## config.mk

```make
export PLATFORM = sky130hd
export DESIGN_NAME = quad2pos
export DESIGN_NICKNAME = d
export VERILOG_FILES = /design/src/rtl/quad2pos.sv
export SDC_FILE = /design/constraint.sdc
export NUM_CORES = 1
export LEC_CHECK = 0
export BUFFER_PORTS_ARGS = -buffer_cell sky130_fd_sc_hd__buf_2
export CORE_MARGIN = 3
export CORE_UTILIZATION = 30
export CTS_BUF_LIST = sky130_fd_sc_hd__clkbuf_8
export DETAILED_ROUTE_END_ITERATION = 10
export MAX_ROUTING_LAYER = met4
export PLACE_DENSITY = 0.55
export SETUP_SLACK_MARGIN = 0.02
export SYNTH_ARGS = -nofsm -noshare
export SYNTH_HDL_FRONTEND = slang
export SYNTH_SLANG_ARGS = --single-unit
```

## constraint.sdc

```tcl
create_clock -name clk_sys -period 2.8 [get_ports clk_sys]
set_input_delay 0.42 -clock clk_sys [delete_from_list [all_inputs] [get_ports clk_sys]]
set_output_delay 0.42 -clock clk_sys [all_outputs]
set_load 0.005 [all_outputs]
```

## src/rtl/quad2pos.sv

```systemverilog
// quad2pos -- quadrature encoder to paddle position decoder.
//
// Raw encoder phases are double-flop synchronized, glitch filtered per phase,
// then decoded as a Gray-code sequence into an 8-bit position with step,
// direction, illegal-transition and activity indications.
//
// Optional build macro:
//   QUAD2POS_WRAP_EN  position wraps POS_MAX<->POS_MIN instead of saturating.
//
// Ports:
//   clk_sys   in   sole clock, all state on rising edge
//   reset     in   synchronous active-high reset
//   enc_a     in   encoder phase A (asynchronous)
//   enc_b     in   encoder phase B (asynchronous)
//   load      in   position load strobe
//   load_val  in   [7:0] value for load (clamped into [POS_MIN,POS_MAX])
//   pos       out  [7:0] decoded position
//   step      out  one-cycle pulse per accepted step
//   dir       out  direction of last step, 1 = up
//   err       out  one-cycle pulse when both phases change together
//   active    out  high while a step occurred within the last IDLE_CYC cycles
module quad2pos #(
    parameter int unsigned FILT_LEN = 4,
    parameter logic [7:0]  POS_MIN  = 8'h00,
    parameter logic [7:0]  POS_MAX  = 8'hFF,
    parameter logic [7:0]  INIT_POS = 8'h80,
    parameter logic [23:0] IDLE_CYC = 24'd12000000
) (
    input  logic       clk_sys,
    input  logic       reset,
    input  logic       enc_a,
    input  logic       enc_b,
    input  logic       load,
    input  logic [7:0] load_val,
    output logic [7:0] pos,
    output logic       step,
    output logic       dir,
    output logic       err,
    output logic       active
);

    // Count value on which a persistent disagreement is accepted.
    localparam logic [3:0] FILT_TERM = 4'(FILT_LEN - 1);

    logic [1:0]      raw, sync1, sync2, filt, prev;
    logic [1:0][3:0] fcnt;
    logic            up, dn, bad, step_det;
    logic [7:0]      pos_up, pos_dn, ld_val;
    logic [8:0]      d_lo, d_hi;
    logic [23:0]     idle, idle_next;

    assign raw = {enc_a, enc_b};

    // Reset loads the live encoder level through the whole chain so that
    // releasing reset never looks like a transition.
    always_ff @(posedge clk_sys) begin
        if (reset) begin
            sync1 <= raw;
            sync2 <= raw;
            filt  <= raw;
            prev  <= raw;
            fcnt  <= '0;
        end else begin
            sync1 <= raw;
            sync2 <= sync1;
            prev  <= filt;
            for (int i = 0; i < 2; i++) begin
                if (sync2[i] != filt[i]) begin
                    if (fcnt[i] == FILT_TERM) begin
                        filt[i] <= sync2[i];
                        fcnt[i] <= '0;
                    end else begin
                        fcnt[i] <= fcnt[i] + 4'd1;
                    end
                end else begin
                    fcnt[i] <= '0;
                end
            end
        end
    end

    // Gray-code decode of {prev, current} as {a,b,a,b}.
    always_comb begin
        up  = 1'b0;
        dn  = 1'b0;
        bad = 1'b0;
        case ({prev, filt})
            4'b00_01, 4'b01_11, 4'b11_10, 4'b10_00: up  = 1'b1;
            4'b00_10, 4'b10_11, 4'b11_01, 4'b01_00: dn  = 1'b1;
            4'b00_11, 4'b11_00, 4'b01_10, 4'b10_01: bad = 1'b1;
            default: ;
        endcase
    end

    assign step_det = up | dn;

`ifdef QUAD2POS_WRAP_EN
    assign pos_up = (pos == POS_MAX) ? POS_MIN : pos + 8'd1;
    assign pos_dn = (pos == POS_MIN) ? POS_MAX : pos - 8'd1;
`else
    assign pos_up = (pos == POS_MAX) ? POS_MAX : pos + 8'd1;
    assign pos_dn = (pos == POS_MIN) ? POS_MIN : pos - 8'd1;
`endif

    // Clamp via borrow bits, which stays well-defined even when a bound is 0.
    assign d_lo   = {1'b0, load_val} - {1'b0, POS_MIN};
    assign d_hi   = {1'b0, POS_MAX} - {1'b0, load_val};
    assign ld_val = d_lo[8] ? POS_MIN : (d_hi[8] ? POS_MAX : load_val);

    // Idle counter saturates at IDLE_CYC; the step that clears it is the
    // same edge that raises the step pulse, so active follows one edge later.
    assign idle_next = step_det ? 24'd0 : ((idle == IDLE_CYC) ? idle : idle + 24'd1);

    always_ff @(posedge clk_sys) begin
        if (reset) begin
            pos    <= INIT_POS;
            step   <= 1'b0;
            dir    <= 1'b1;
            err    <= 1'b0;
            active <= 1'b0;
            idle   <= '0;
        end else begin
            step   <= step_det;
            err    <= bad;
            idle   <= idle_next;
            active <= step | (active & (idle_next != IDLE_CYC));
            if (step_det)
                dir <= up;
            // A load overrides the position but the step is still reported.
            if (load)
                pos <= ld_val;
            else if (up)
                pos <= pos_up;
            else if (dn)
                pos <= pos_dn;
        end
    end

endmodule

```

==> impl_metrics.json <==
{
  "avgSynthCellArea_um2": 8.23,
  "numPortBuffers": 24,
  "setup_violations": 0,
  "synthArstFlopShare_pct": 0,
  "path_cells": "ha_1 -> nand3_1 -> nor3_1 -> a31oi_1 -> nor4b_1 -> a31oi_1",
  "synthDistinctLibCells": 62,
  "crit_path_frequent_cell": "a31oi_1",
  "fp.coreArea_um2": 9860,
  "yosysTopAreaCellShare_pct": 32.7,
  "leakagePower_uw": 0.00119,
  "nNetsFinal": 400,
  "timing.fmax_mhz": 416,
  "synthTopCellsByArea": "dfxtp_1, nor2_1, xnor2_1",
  "layout_min_cycle_time_ps": 2410,
  "setup_tns_ps": 0,
  "drtIter0Drc": 125,
  "slew_viol_final": 0,
  "worstPathMaxFanout": 8,
  "chipWidth_um": 107,
  "post_cts_buffers": 0,
  "drtAntennaViolNets": 0,
  "layout-drive-gt1-share_pct": 12.8,
  "stdcell_count": 515,
  "start_util_pct": 31.0,
  "tritoncts": "yes",
  "fill_cells": 1035,
  "dp_cells": 507,
  "synth-seq-area-share_pct": 34.7,
  "gr-total-overflow": 0,
  "place_ws_ps": 403,
  "grt_max_degree": 26,
  "htreeDepth": 2,
  "cts.sink_count": 52,
  "finalCritPeriodShare_pct": 85.9,
  "vias_per_cell": 5.14,
  "antenna_found_initial": 0,
  "cts_resized": 0,
  "grt_use_total_pct": 12.8,
  "first_pass_iters": 4,
  "antennaDiodeCount": 0,
  "final_area_um2": 3370,
  "power.density_nw_per_um2": 528,
  "cp_data_arrival_time_ps": 2610,
  "ioPinCount": 25,
  "grt_pass1_wl_mm": 12.0,
  "hold_path_class": "input port to flop",
  "clkSlewWorstSetupHoldPaths_ps": 100,
  "synth_area_um2": 3060,
  "status": "complete, no violations",
  "slew_headroom_pct": 63.8,
  "synth_fp_nets": 391,
  "hold_viol_final": 0,
  "startpoint_type": "flop",
  "syn_inst": 372,
  "synth_edf_count": 2,
  "clock-skew-final_ps": 6.12,
  "yosysWarnings": 0,
  "finalWorstSetupSlack_ps": 394,
  "wire_per_inst_um": 13.4,
  "fp.dieArea_um2": 11500,
  "max_cap_violations": 0,
  "clock_path_buffers": 2,
  "via_count": 2648,
  "crit_family": "simple AND/OR/NAND/NOR gates",
  "dpl-instance-area_um2": 3260,
  "critPathSlowestCell": "nor3_1",
  "area_delta_synth_final_pct": 10.1,
  "hold_buffers": 0,
  "path_buf_inv": 0,
  "critPathKind": "flop to flop",
  "tightestPinTransition_ps": 538,
  "drc": 0,
  "cts_made_buffers": 5,
  "die_height_um": 107,
  "dp_hpwl_mm": 4.93,
  "cts_root_buf": "clkbuf_8",
  "gp_congestion": 0.854,
  "ys.flop_type": "dfxtp_1",
  "grt_pass1_vias": 2491,
  "synth_seq_cells": 52,
  "synthTopCellsByCount": "dfxtp_1, nor2_1, nand2_1",
  "synth.largest_area_cell": "dfxtp_1",
  "critPathRequiredTime_ps": 3000,
  "cpPeakStageDelay_ps": 510,
  "wl_mm": 6.88,
  "rsz0062_at_grt": "no",
  "end_kind": "flop",
  "rows": 36,
  "clk_latency_ps": 310,
  "ir_worst_vdd_uv": 253
}
-- cell usage in the layout (no fill, tap or decap), types with 14 or more instances in the layout --
cell,count
a21oi_1,16
nand2_1,25
nand3_1,17
inv_1,14
nor3_1,17
buf_2,24
o21ai_0,15
xor2_1,16
nor2_1,50
xnor2_1,19
dfxtp_1,50
-- registers in the layout (all words and copies together) (netlist names) --
| register | count |
|---|---|
| filt | 2 |
| step | 1 |
| prev | 2 |
| active | 1 |
| dir | 1 |
| idle | 24 |
| fcnt | 8 |
| pos | 8 |
| sync1 | 2 |
| err | 1 |
| sync2 | 2 |
-- worst paths after layout --
check        slack, ps     start  cells past startpoint        to
min reg2reg        450  sync1[1]                      2  sync2[1]
max reg2reg        390   idle[1]                      6    active
min                220     enc_a                      1  sync1[1]
max                390   idle[1]                      6    active
-- layout make-up --
class | count | area [um^2] | area share [%]
clock buffer | 5 | 68.8 | 2.04
clock inverter | 3 | 46.3 | 1.37
inverter | 14 | 52.6 | 1.56
multi-input combinational | 282 | 1840 | 54.6
sequential | 52 | 1060 | 31.5
tap | 133 | 166 | 4.94
timing repair buffer | 26 | 135 | 4.01
-- layer usage --
layer  GRT usage, %  share of wire [%]
met5              -                  0
met4           2.83                1.3
met3           2.65                3.6
met2           18.9                 44
met1           17.9                 52
-- where the power goes --
group	switching (uW)	internal (uW)	leakage, uW
clock	279	270	0.0000548
sequential	62.2	788	0.000429
combinational	216	166	0.000703
total	556	1220	0.00119
-- stage by stage --
step / hold WS (ps) / power [uW] / util [%]
after global placement: 426 / 1240 / 33.0
after CTS: 209 / 1800 / 34.2
after global routing: 203 / 1880 / 34.2
after detailed placement: 436 / 1250 / 33.0
after floorplan: 415 / 1140 / -
final: 218 / 1780 / 34.2
-- worst register-to-register path, cell delays in order (launching register included) --
cell and delay, ps:
dfxtp_1 460, ha_1 350, nand3_1 280, nor3_1 510, a31oi_1 180, nor4b_1 390
a31oi_1 120
-- logic make-up (layout without fill, tap and decap cells) --
group	count (synthesis)	count (layout)	share of synthesized area [%]
xor gates and xnor gates	39	39	12.1
adders and majority gates	6	6	2.45
AOI/OAI and AO/OA	65	65	14.3
DFF	52	52	34.7
buffers and inverters	38	48	5.23
muxes	2	2	0.654
and+or+nand+nor	170	170	30.5
Power figures use the tool's default switching activity.
